===== src/rtl/y86_pkg.sv =====
// Shared definitions for the Y86 SEQ stage sequencer: instruction codes,
// architectural status codes, sequencer states and the per-icode class
// flags produced by y86_icode_class.
package y86_pkg;

  localparam logic [3:0] IHALT   = 4'h0;
  localparam logic [3:0] INOP    = 4'h1;
  localparam logic [3:0] IRRMOVQ = 4'h2;
  localparam logic [3:0] IIRMOVQ = 4'h3;
  localparam logic [3:0] IRMMOVQ = 4'h4;
  localparam logic [3:0] IMRMOVQ = 4'h5;
  localparam logic [3:0] IOPQ    = 4'h6;
  localparam logic [3:0] IJXX    = 4'h7;
  localparam logic [3:0] ICALL   = 4'h8;
  localparam logic [3:0] IRET    = 4'h9;
  localparam logic [3:0] IPUSHQ  = 4'hA;
  localparam logic [3:0] IPOPQ   = 4'hB;

  typedef enum logic [2:0] {
    STAT_AOK = 3'd1,
    STAT_HLT = 3'd2,
    STAT_ADR = 3'd3,
    STAT_INS = 3'd4
  } stat_e;

  typedef enum logic [2:0] {
    S_IDLE,
    S_FETCH,
    S_DECODE,
    S_EXECUTE,
    S_MEMORY,
    S_WRITEBACK,
    S_PCUPD,
    S_HALT
  } state_e;

  typedef struct packed {
    logic needs_mem;  // instruction has a MEMORY stage
    logic mem_is_wr;  // MEMORY stage writes (else reads)
    logic writes_e;   // writes the register file via dstE
    logic writes_m;   // writes the register file via dstM
    logic sets_cc;    // updates the condition codes
    logic valid;      // icode is a defined instruction
  } icode_class_t;

endpackage


===== src/rtl/y86_icode_class.sv =====
// Combinational instruction classifier.
// Ports:
//   icode_i  latched instruction code
//   flags_o  class flags (needs_mem, mem_is_wr, writes_e, writes_m, sets_cc, valid)
module y86_icode_class
  import y86_pkg::*;
(
  input  logic [3:0]   icode_i,
  output icode_class_t flags_o
);

  always_comb begin
    // NOTE: every combinationally assigned signal gets a default first so no latch is inferred.
    flags_o = '0;
    case (icode_i)
      IHALT, INOP, IJXX: begin
        flags_o.valid = 1'b1;
      end
      IRRMOVQ, IIRMOVQ: begin
        flags_o.valid    = 1'b1;
        flags_o.writes_e = 1'b1;
      end
      IRMMOVQ: begin
        flags_o.valid     = 1'b1;
        flags_o.needs_mem = 1'b1;
        flags_o.mem_is_wr = 1'b1;
      end
      IMRMOVQ: begin
        flags_o.valid     = 1'b1;
        flags_o.needs_mem = 1'b1;
        flags_o.writes_m  = 1'b1;
      end
      IOPQ: begin
        flags_o.valid    = 1'b1;
        flags_o.writes_e = 1'b1;
        flags_o.sets_cc  = 1'b1;
      end
      ICALL, IPUSHQ: begin
        flags_o.valid     = 1'b1;
        flags_o.needs_mem = 1'b1;
        flags_o.mem_is_wr = 1'b1;
        flags_o.writes_e  = 1'b1;
      end
      IRET: begin
        flags_o.valid     = 1'b1;
        flags_o.needs_mem = 1'b1;
        flags_o.writes_e  = 1'b1;
      end
      IPOPQ: begin
        flags_o.valid     = 1'b1;
        flags_o.needs_mem = 1'b1;
        flags_o.writes_e  = 1'b1;
        flags_o.writes_m  = 1'b1;
      end
      default: flags_o = '0;
    endcase
  end

endmodule


===== src/rtl/y86_seq_ctrl.sv =====
// Multi-cycle stage sequencer for the Y86 SEQ datapath.
// Steps one instruction through FETCH, DECODE, EXECUTE, [MEMORY], WRITEBACK
// and PCUPD, drives the per-stage enables, owns the status register and
// the cycle / retired-instruction counters. All outputs are decoded from
// registered state only.
// Ports:
//   clk, rst              clock, asynchronous active-high reset
//   start                 leaves IDLE
//   icode, imem_error     fetch results (sampled in FETCH)
//   cnd                   execute condition (sampled in EXECUTE)
//   mem_ack, dmem_error   data memory handshake (sampled in MEMORY)
//   fetch_en .. pc_we     stage enables
//   stat, halted          architectural status
//   cycle_cnt, instr_cnt  saturating performance counters
module y86_seq_ctrl
  import y86_pkg::*;
#(
  parameter int CNT_W       = 32,
  parameter int MEM_TIMEOUT = 15
) (
  input  logic             clk,
  input  logic             rst,
  input  logic             start,
  input  logic [3:0]       icode,
  input  logic             imem_error,
  input  logic             cnd,
  input  logic             mem_ack,
  input  logic             dmem_error,
  output logic             fetch_en,
  output logic             cc_we,
  output logic             mem_req,
  output logic             mem_rd,
  output logic             mem_wr,
  output logic             reg_we_e,
  output logic             reg_we_m,
  output logic             pc_we,
  output logic [2:0]       stat,
  output logic             halted,
  output logic [CNT_W-1:0] cycle_cnt,
  output logic [CNT_W-1:0] instr_cnt
);

  localparam int WAIT_W = $clog2(MEM_TIMEOUT + 1);
  localparam logic [WAIT_W-1:0] WAIT_LAST = WAIT_W'(MEM_TIMEOUT - 1);
  localparam logic [CNT_W-1:0]  CNT_MAX   = {CNT_W{1'b1}};

  state_e            state_q, state_d;
  stat_e             stat_q, stat_d;
  logic [3:0]        icode_q, icode_d;
  logic              cnd_q, cnd_d;
  logic [WAIT_W-1:0] wait_q, wait_d;
  logic [CNT_W-1:0]  cycle_q, instr_q;
  icode_class_t      cls;

  y86_icode_class u_class (
    .icode_i (icode_q),
    .flags_o (cls)
  );

  always_ff @(posedge clk or posedge rst) begin
    // NOTE: sequential state uses non-blocking assignments so every register samples pre-edge values.
    if (rst) begin
      state_q <= S_IDLE;
      stat_q  <= STAT_AOK;
      icode_q <= '0;
      cnd_q   <= 1'b0;
      wait_q  <= '0;
      cycle_q <= '0;
      instr_q <= '0;
    end else begin
      state_q <= state_d;
      stat_q  <= stat_d;
      icode_q <= icode_d;
      cnd_q   <= cnd_d;
      wait_q  <= wait_d;
      if (state_q != S_IDLE && state_q != S_HALT && cycle_q != CNT_MAX)
        cycle_q <= cycle_q + 1'b1;
      if (state_q == S_PCUPD && instr_q != CNT_MAX)
        instr_q <= instr_q + 1'b1;
    end
  end

  always_comb begin
    state_d  = state_q;
    stat_d   = stat_q;
    icode_d  = icode_q;
    cnd_d    = cnd_q;
    wait_d   = wait_q;
    fetch_en = 1'b0;
    cc_we    = 1'b0;
    mem_req  = 1'b0;
    mem_rd   = 1'b0;
    mem_wr   = 1'b0;
    reg_we_e = 1'b0;
    reg_we_m = 1'b0;
    pc_we    = 1'b0;
    halted   = 1'b0;

    case (state_q)
      S_IDLE: begin
        if (start) state_d = S_FETCH;
      end
      S_FETCH: begin
        fetch_en = 1'b1;
        icode_d  = icode;
        if (imem_error) begin
          stat_d  = STAT_ADR;
          state_d = S_HALT;
        end else if (icode > IPOPQ) begin
          stat_d  = STAT_INS;
          state_d = S_HALT;
        end else if (icode == IHALT) begin
          stat_d  = STAT_HLT;
          state_d = S_HALT;
        end else begin
          state_d = S_DECODE;
        end
      end
      S_DECODE: state_d = S_EXECUTE;
      S_EXECUTE: begin
        cc_we   = cls.sets_cc;
        cnd_d   = cnd;
        wait_d  = '0;
        state_d = cls.needs_mem ? S_MEMORY : S_WRITEBACK;
      end
      S_MEMORY: begin
        mem_req = 1'b1;
        mem_wr  = cls.mem_is_wr;
        mem_rd  = ~cls.mem_is_wr;
        // Ack is checked before the timeout so an ack on the last allowed cycle succeeds.
        if (mem_ack) begin
          if (dmem_error) begin
            stat_d  = STAT_ADR;
            state_d = S_HALT;
          end else begin
            state_d = S_WRITEBACK;
          end
        end else if (wait_q == WAIT_LAST) begin
          stat_d  = STAT_ADR;
          state_d = S_HALT;
        end else begin
          wait_d = wait_q + 1'b1;
        end
      end
      S_WRITEBACK: begin
        // rrmovq doubles as cmovXX: its dstE write depends on the latched condition.
        reg_we_e = cls.valid & cls.writes_e & ((icode_q != IRRMOVQ) | cnd_q);
        reg_we_m = cls.valid & cls.writes_m;
        state_d  = S_PCUPD;
      end
      S_PCUPD: begin
        pc_we   = 1'b1;
        state_d = S_FETCH;
      end
      S_HALT: halted = 1'b1;
      default: state_d = S_IDLE;
    endcase
  end

  assign stat      = stat_q;
  assign cycle_cnt = cycle_q;
  assign instr_cnt = instr_q;

endmodule


===== config.mk =====
export PLATFORM = sky130hd
export DESIGN_NAME = y86_seq_ctrl
export DESIGN_NICKNAME = d
export VERILOG_FILES = /design/src/rtl/y86_pkg.sv /design/src/rtl/y86_icode_class.sv /design/src/rtl/y86_seq_ctrl.sv
export SDC_FILE = /design/constraint.sdc
export NUM_CORES = 1
export LEC_CHECK = 0
export BUFFER_PORTS_ARGS = -buffer_cell sky130_fd_sc_hd__buf_2
export CAP_MARGIN = 0
export CORE_ASPECT_RATIO = 1.4
export CORE_MARGIN = 8
export CORE_UTILIZATION = 50
export CTS_BUF_LIST = sky130_fd_sc_hd__clkbuf_4
export CTS_CLUSTER_DIAMETER = 50
export CTS_CLUSTER_SIZE = 20
export DETAILED_ROUTE_END_ITERATION = 8
export PLACE_DENSITY = 0.77
export SYNTH_ARGS = -nofsm -noshare
export SYNTH_HDL_FRONTEND = slang
export SYNTH_HIERARCHICAL = 1
export SYNTH_SLANG_ARGS = --single-unit

===== constraint.sdc =====
create_clock -name clk -period 2.2 [get_ports clk]
set_input_delay 0.11 -clock clk [delete_from_list [all_inputs] [get_ports clk]]
set_output_delay 0.11 -clock clk [all_outputs]
set_load 0.005 [all_outputs]

### Word level (Yosys, flattened, before mapping)

Cells that the tools add are included.
Widths: inputs -> output; s select.

| word-level totals | value |
|---|---|
| flip-flop bits (word level) | 79 |
| output and inout bits | 76 |
| logic and storage cells | 97 |

| cells by class | value |
|---|---|
| add/subtract/negate cells | 3 |
| $lt $le $gt $ge | 1 |
| equal/unequal tests | 29 |
| mux-type cells | 34 |
| bitwise gates (word level) | 5 |
| reduce and logical (&&, ||, !) cells | 18 |

Operators with widths:

| kind | count |
|---|---|
| $add 32x1->32 const B | 2 |
| $ne 32x32->1 const B | 2 |
| $mux 3 | 12 |
| $pmux 3 s7 | 1 |
| $eq 4x4->1 const B | 5 |
| $eq 4x3->1 const B | 4 |
| $mux 1 | 16 |
| $eq 3x3->1 const B | 4 |
| $reduce_or 12->1 | 1 |
| $ne 3x3->1 const B | 3 |
| $eq 4x2->1 const B | 2 |
| $logic_not 4->1 | 2 |
| $mux 4 | 2 |
| $pmux 4 s2 | 1 |
| $reduce_bool 7->1 | 1 |
| $reduce_or 7->1 | 1 |
| $eq 3x2->1 const B | 2 |
| $ne 2x2->1 const B | 3 |
| $pmux 3 s2 | 1 |
| $reduce_and 3->1 | 2 |
| $reduce_or 6->1 | 1 |
| $add 4x1->4 const B | 1 |
| $eq 4x1->1 const B | 1 |
| $gt 4x4->1 const B | 1 |
| other kinds (14) | 19 |

### Depth between registers and ports, before layout

Gate-level depths: netlist (run 1).

| depth | value |
|---|---|
| depth after elaboration | 6 |
| gate-level depth with buffers | 8 |

### Hierarchy

Netlist (run 1), hierarchy kept.

Modules (own cells, without submodules):

| module | instances | cells each | area each (sq um) |
|---|---|---|---|
| y86_seq_ctrl | 1 | 402 | 4050.1 |
| y86_icode_class | 1 | 11 | 73.8 |

### Worst setup path after synthesis (run 1)

No wires, ideal clock.

| timing path | value |
|---|---|
| path kind | flip-flop to flip-flop |
| start point | reg state_q[0] |
| end point | reg cycle_q[23] (netlist: cycle_cnt[23]) |
| setup time | 79 ps |
| data arrival time | 2290 ps |
| data required time | 2121 ps |
| slack | -169 ps |
| cell stages (with the launch flop) | 8 |
| buffers on the path | 2 |
| period minus slack after synthesis | 2369 ps |
| cell sequence | dfrtp_1 and3_4 or4_1 buf_2 or4_4 buf_6 nor4b_4 xor2_1 |

| on the way | value |
|---|---|
| longest elaborated chain between the ends | 3 |

RTL lines:

| what | line | RTL |
|---|---|---|
| from (decl) | y86_seq_ctrl.sv:47 | `state_e state_q, state_d;` |
| from (signal assigned) | y86_seq_ctrl.sv:71 | `state_q <= state_d;` |
| $ne 3x3->1 / $reduce_bool 3->1 (equally long branches) | y86_seq_ctrl.sv:76 | `if (state_q != S_IDLE && state_q != S_HALT && cycle_q != CNT_MAX)` |
| $logic_and 1x1->1 (*) (2 in series) | y86_seq_ctrl.sv:76 |  |
| to (signal assigned) | y86_seq_ctrl.sv:77 | `cycle_q <= cycle_q + 1'b1;` |
| to (decl) | y86_seq_ctrl.sv:52 | `logic [CNT_W-1:0] cycle_q, instr_q;` |

Mark *: on every way between the ends. The rest lies on a longest branch, timed or not.
A chain may end at the register's enable or synchronous reset.

### Final worst setup path (run 1)

| timing path | value |
|---|---|
| start point | reg cycle_q[4] (netlist: cycle_cnt[4]) |
| end point | reg cycle_q[23] (netlist: cycle_cnt[23]) |

| on the way | value |
|---|---|
| longest elaborated chain between the ends | 2 |

RTL lines:

| what |
|---|
| parallel branches: the longest is 2 deep, another holds $add 32x1->32 |

Several ways; the timed one is not identified.

==> run metrics, run 1 <==
1st-iter DRT viols=144; skew final=0.0184 ns; 1st-pass router iterations=4; gr usage total=17.8%; Syn Nets=429; wire per inst=15.5 um; max_slew headroom=59.1%; placed insts=608; Final Cell Area=4990 um^2; Tightest Pin Transition=0.613 ns; status=complete, no violations; Worst-path clk slew=0.12 ns; die span in y=123 um; Clock Root Buffer=clkbuf_4; synthesized area=4120 um^2; htree depth=3; gr ovfl total=0; maximum clock rate=464 MHz; nets=540; CP max stage cell=or4_4; layout cells sized above 1=27.8%; average size of a mapped cell=9.99 um^2; area of the multi-input gates=2080 um^2; met3 GRT Util=5.35%; Fin. Hold Viols=0; Post-Route WL=9.80 mm; vias in the first global route=3547; sequential share of the synthesized area=48.0%; Syn-to-layout area delta=21.1%; first-pass GRT wire length=16.6 mm; Final min period=2.15 ns; Ys Warns=6; largest buffer count on any clock path=2; Critical Path Start Type=register; WS Path Type=reg -> reg; largest net degree at the start of global routing=46; Core Area=8100 um^2; register area=1980 um^2; Hold Crit Class=in -> reg; GP Congestion=0.871; Cell Count, Final, Fillers Out=632; pre-CTS WS=0.0687 ns; filler instances=709; Die Footprint=11500 um^2; Power per Cell Area=786 nW/um^2; Die Wd=92.8 um; most frequent cells in the layout=buf_2 (86), dfrtp_1 (78), xor2_1 (43), nor2_1 (42), nand2_1 (38); Initial Util=50.9%; post-placement cell area=4800 um^2; number of synthesized register bits=79; setup TNS=0 ns; max_cap viols=0; standby leakage power=2.54 nW; met1 GRT Util=20.0%; routed vias/inst=5.56; Buffers & Inverters on Critical Path=0; initial antenna violation count=1; CP cell instances=nand3_2 -> or4_4 -> or4_4 -> nor4b_4 -> xor2_1; Buffers on Ports=86; final setup violation count=0; Peak VDD IR=0.550 mV; I/O pin total=87; Tcrit/Tclk final=97.9%; global routing's busiest layer=met2; met2 Resource Use GR=30.7%; total number of vias=3515; most common cell after layout, fill and taps aside=buf_2; WP data arrival=2.50 ns; DRT antenna net count=0; worst skew pair latency=0.43 ns; TritonCTS clock tree=built; cell repeated most along the worst path=or4_4; CTS Sinks=79; CP delay by family, top=simple AND/OR/NAND/NOR gates; # DRC=0; CP Max Fanout=9; Worst Setup End Kind=register; Distinct cells, synth=51; WP data required=2.55 ns; Final WS setup=0.0461 ns; Syn Inst Count=413; utilization after layout=61.7%; RSZ-0062 raised after global routing=true; slowest stage delay, CP=0.55 ns; cts bufs inserted=9; Max Slew Vio Count=0; DP Wirelength=7.36 mm; row count=39
[Yosys cell counts (all sizes together)]
library cell,number,area (um^2)
or4,4,33.8
nand3b,2,15.0
clkbuf,7,26.3
nor4b,4,65.1
and4,6,52.6
or2,2,12.5
and2,5,31.3
ha,5,62.6
mux2,9,101
nand4,22,138
mux2i,1,10.0
dfstp,1,26.3
o21a,1,7.51
a22oi,1,7.51
a311o,1,10.0
nand3,27,135
nor4,9,92.6
xnor2,18,158
o32a,1,10.0
o21ai,11,55.1
buf,3,21.3
clkinv,1,3.75
and3,7,48.8
nor2,42,158
inv,10,37.5
a21oi,8,43.8
nor3b,2,15.0
a211oi,2,15.0
o31ai,1,7.51
dfrtp,78,1950
nand4b,1,8.76
a31oi,3,18.8
nand2b,3,18.8
a21o,3,22.5
or3b,2,20.0
and3b,2,17.5
nor3,24,120
a21boi,3,26.3
nand2,38,143
xor2,43,377
[metal layers]
layer / part of all wire [%] / wire length, um
met1: 40 / 3950
met2: 52 / 5050
met3: 6.2 / 605
met4: 1.9 / 191
met5: 0 / 0
[sequential cells by signal, summed over array words and instances (netlist names)]
| signal | flops |
|---|---|
| cycle_cnt | 32 |
| instr_cnt | 32 |
| icode_q | 4 |
| wait_q | 4 |
| stat | 3 |
| state_q | 3 |
| cnd_q | 1 |
[tightest hold or removal path, cell delays in order]
cell and delay (ns):
buf_2 0.08, nor3_1 0.05, nor2_1 0.08, o32a_1 0.15
[worst paths after layout]
check,slack [ns],depth (start not counted),to,start
max,0.05,5,cycle_cnt[23],cycle_cnt[4]
min,0.09,4,state_q[0],start
max reg2reg,0.05,5,cycle_cnt[23],cycle_cnt[4]
min reg2reg,0.50,1,instr_cnt[19],instr_cnt[19]
max in group asynchronous,1.23,4,stat[0],rst
min in group asynchronous,0.27,3,cycle_cnt[22],rst
[stage by stage]
step | hold WS, ns | total power [mW]
3_5_place_dp | 0.196 | 3.22
3_3_place_gp | 0.188 | 3.15
6_report | 0.0902 | 3.93
2_1_floorplan | 0.227 | 2.72
4_1_cts | 0.0673 | 3.97
5_1_grt | 0.0663 | 4.19
[kinds of logic (layout without fill, tap and decap cells)]
group / Yosys count / count (layout) / synth area share (%)
AO/OA/AOI/OAI: 35 / 35 / 5.43
XOR/XNOR: 61 / 61 / 13.0
adder cells (fa/ha/maj): 5 / 5 / 1.52
buffers and inverters: 21 / 137 / 2.15
flip-flops: 79 / 79 / 48.0
multiplexers: 10 / 10 / 2.70
other: 0 / 1 / 0
AND/OR/NAND/NOR: 202 / 202 / 27.3
[timing repair]
item / in CTS / in global routing
buffers inserted: 0 / 0
resized for setup: 0 / 4
endpoints found under the setup margin: 0 / 18
hold endpoints to repair: 40 / 0
hold buffers: 7 / 0
[power by group]
part	switching, mW	internal, mW	total [mW]
clock	0.485	0.247	0.732
combinational	0.674	0.656	1.33
sequential	0.205	1.66	1.86
[area by class of cell]
| cell class | instances | area share, % |
|---|---|---|
| Multi-Input combinational cell | 313 | 41.7 |
| Sequential cell | 79 | 39.6 |
| Timing Repair Buffer | 110 | 13.1 |
| Tap cell | 102 | 2.56 |
| Clock buffer | 11 | 1.65 |
| Inverter | 11 | 0.852 |
| Clock inverter | 5 | 0.501 |
| Antenna cell | 1 | 0.0501 |
(Power assumes the default switching activity.)
==> run 2: changes to the inputs <==
==> constraint.sdc (replaced) <==
create_clock -name clk -period 1.75 [get_ports clk]
set_input_delay 0.0875 -clock clk [delete_from_list [all_inputs] [get_ports clk]]
set_output_delay 0.0875 -clock clk [all_outputs]
set_load 0.005 [all_outputs]
==> run metrics, run 2 (same netlist as run 1, synthesis figures left out) <==
initial antenna violation count=0 (was 1); WP data required=2.12 ns (was 2.55 ns); die span in y=123 um (unchanged); maximum clock rate=469 MHz (was 464 MHz); layout cells sized above 1=51.7% (was 27.8%); sequential share of power=35.8% (was 47.5%); Final min period=2.13 ns (was 2.15 ns); total number of vias=4171 (was 3515); global routing's busiest layer=met2 (unchanged); WP data arrival=2.51 ns (was 2.50 ns); worst skew pair latency=0.46 ns (was 0.43 ns); gr ovfl total=0 (unchanged); Fin. Hold Viols=0 (unchanged); post-placement cell area=5400 um^2 (was 4800 um^2); Initial Util=50.9% (unchanged); status=finished with violations (was complete, no violations); Final WS setup=-0.384 ns (was 0.0461 ns); Core Area=8100 um^2 (unchanged); met2 Resource Use GR=39.9% (was 30.7%); first-pass GRT wire length=20.2 mm (was 16.6 mm); max_cap viols=0 (unchanged); WS Path Type=reg -> reg (unchanged); Clk pwr share=19.0% (was 18.6%); wire per inst=18.0 um (was 15.5 um); failing checks=negative setup slack; routed vias/inst=5.62 (was 5.56); skew final=0.0129 ns (was 0.0184 ns); Gate power share=45.1% (was 33.9%); filler instances=466 (was 709); antenna cell count=0 (was 1); Peak VDD IR=1.01 mV (was 0.550 mV); GP Congestion=0.858 (was 0.871); Power per Cell Area=983 nW/um^2 (was 786 nW/um^2); 1st-iter DRT viols=218 (was 144); Max Slew Vio Count=0 (unchanged); Tcrit/Tclk final=122% (was 97.9%); gr usage total=22.0% (was 17.8%); Die Footprint=11500 um^2 (unchanged); area of the multi-input gates=2660 um^2 (was 2080 um^2); most common cell after layout, fill and taps aside=buf_4 (was buf_2); max_slew headroom=71.1% (was 59.1%); internal power=4.31 mW (was 2.56 mW); pre-CTS WS=-0.362 ns (was 0.0687 ns); Overall Power=6.47 mW (was 3.93 mW); CP Max Fanout=4 (was 9); Worst Setup End Kind=register (unchanged); RSZ-0062 raised after global routing=true (unchanged); Syn-to-layout area delta=59.6% (was 21.1%); cts bufs inserted=9 (unchanged); met3 GRT Util=4.92% (was 5.35%); # DRC=0 (unchanged); vias in the first global route=4320 (was 3547); DP Wirelength=8.08 mm (was 7.36 mm); Final Cell Area=6580 um^2 (was 4990 um^2); I/O pin total=87 (unchanged); final setup violation count=78 (was 0); met1 GRT Util=23.7% (was 20.0%); Clock Root Buffer=clkbuf_4 (unchanged); htree depth=3 (unchanged); Hold Crit Class=in -> reg (unchanged); placed insts=680 (was 608); CTS Sinks=79 (unchanged); largest buffer count on any clock path=2 (unchanged); DRT antenna net count=0 (unchanged); 1st-pass router iterations=4 (unchanged); Critical Path Start Type=register (unchanged); Tightest Pin Transition=0.434 ns (was 0.613 ns); Post-Route WL=13.4 mm (was 9.80 mm); nets=651 (was 540); P_sw=2.17 mW (was 1.36 mW); row count=39 (unchanged); most frequent cells in the layout=buf_4 (98), buf_2 (83), dfrtp_1 (75), xor2_1 (43), nand2_1 (35) (was buf_2 (86), dfrtp_1 (78), xor2_1 (43), nor2_1 (42), nand2_1 (38)); Cell Count, Final, Fillers Out=742 (was 632); Worst-path clk slew=0.12 ns (about the same); largest net degree at the start of global routing=80 (was 46); TritonCTS clock tree=built (unchanged); Die Wd=92.8 um (unchanged); utilization after layout=81.3% (was 61.7%); register area=1980 um^2 (about the same); Buffers on Ports=86 (unchanged); switch share=33.4% (was 34.7%); standby leakage power=3.32 nW (was 2.54 nW)
run 2: worst paths after layout:
path                            cells after the start          start             to  slack, ns
worst max-delay path                                6     state_q[1]  cycle_cnt[21]      -0.38
worst min-delay path                                4          start     state_q[0]       0.04
worst max register to register                      6     state_q[1]  cycle_cnt[21]      -0.38
worst min register to register                      1  instr_cnt[23]  instr_cnt[23]       0.49
max in group asynchronous                           4            rst        stat[0]       1.11
min in group asynchronous                           4            rst  instr_cnt[22]       0.27
run 2: layout make-up:
class                      count  area share [%]
clock inverter                 5            1.10
clock buffer                  11            1.25
sequential                    79            30.1
tap                          102            1.94
inverter                      11           0.798
multi-input combinational    314            40.4
timing repair buffer         220            24.4
run 2: per-stage QoR:
stage	hold WS, ns	TNS (ns)
2_1_floorplan	0.204	-3.62
3_3_place_gp	0.238	-3.23
3_5_place_dp	0.243	-5.36
4_1_cts	0.0300	-5.69
5_1_grt	0.0345	-18.55
6_report	0.0430	-12.32
run 2: repair_timing:
item,4_1_cts,5_1_grt
endpoints found under the hold margin,83,0
setup buffers,22,20
pin swaps,32,43
resized for setup,77,80
hold buffers,6,0
endpoints found under the setup margin,56,77
cloned,1,1
run 2: power by group through the flow:
stage | Clock (mW) | Sequential (mW) | Combinational [mW]
6_report | 1.23 | 2.32 | 2.92
5_1_grt | 1.33 | 2.36 | 3.16
4_1_cts | 1.25 | 2.31 | 2.63
3_5_place_dp | 0 | 2.33 | 2.06
3_3_place_gp | 0 | 2.32 | 1.97
2_1_floorplan | 0 | 2.38 | 1.13
run 2: metal layers:
layer | vias to the layer above | routed length (um)
met2 | 141 | 7200
met5 | - | 0
met1 | 2093 | 5120
met4 | 0 | 342
li1 | 1911 | -
met3 | 26 | 697
run 2: worst max-delay path: stages, from the launching register on:
cell	delay (ns)
dfrtp_1	0.42
and3_4	0.19
or4_4	0.44
or4_4	0.50
buf_4	0.18
nor3_4	0.13
xor2_1	0.20
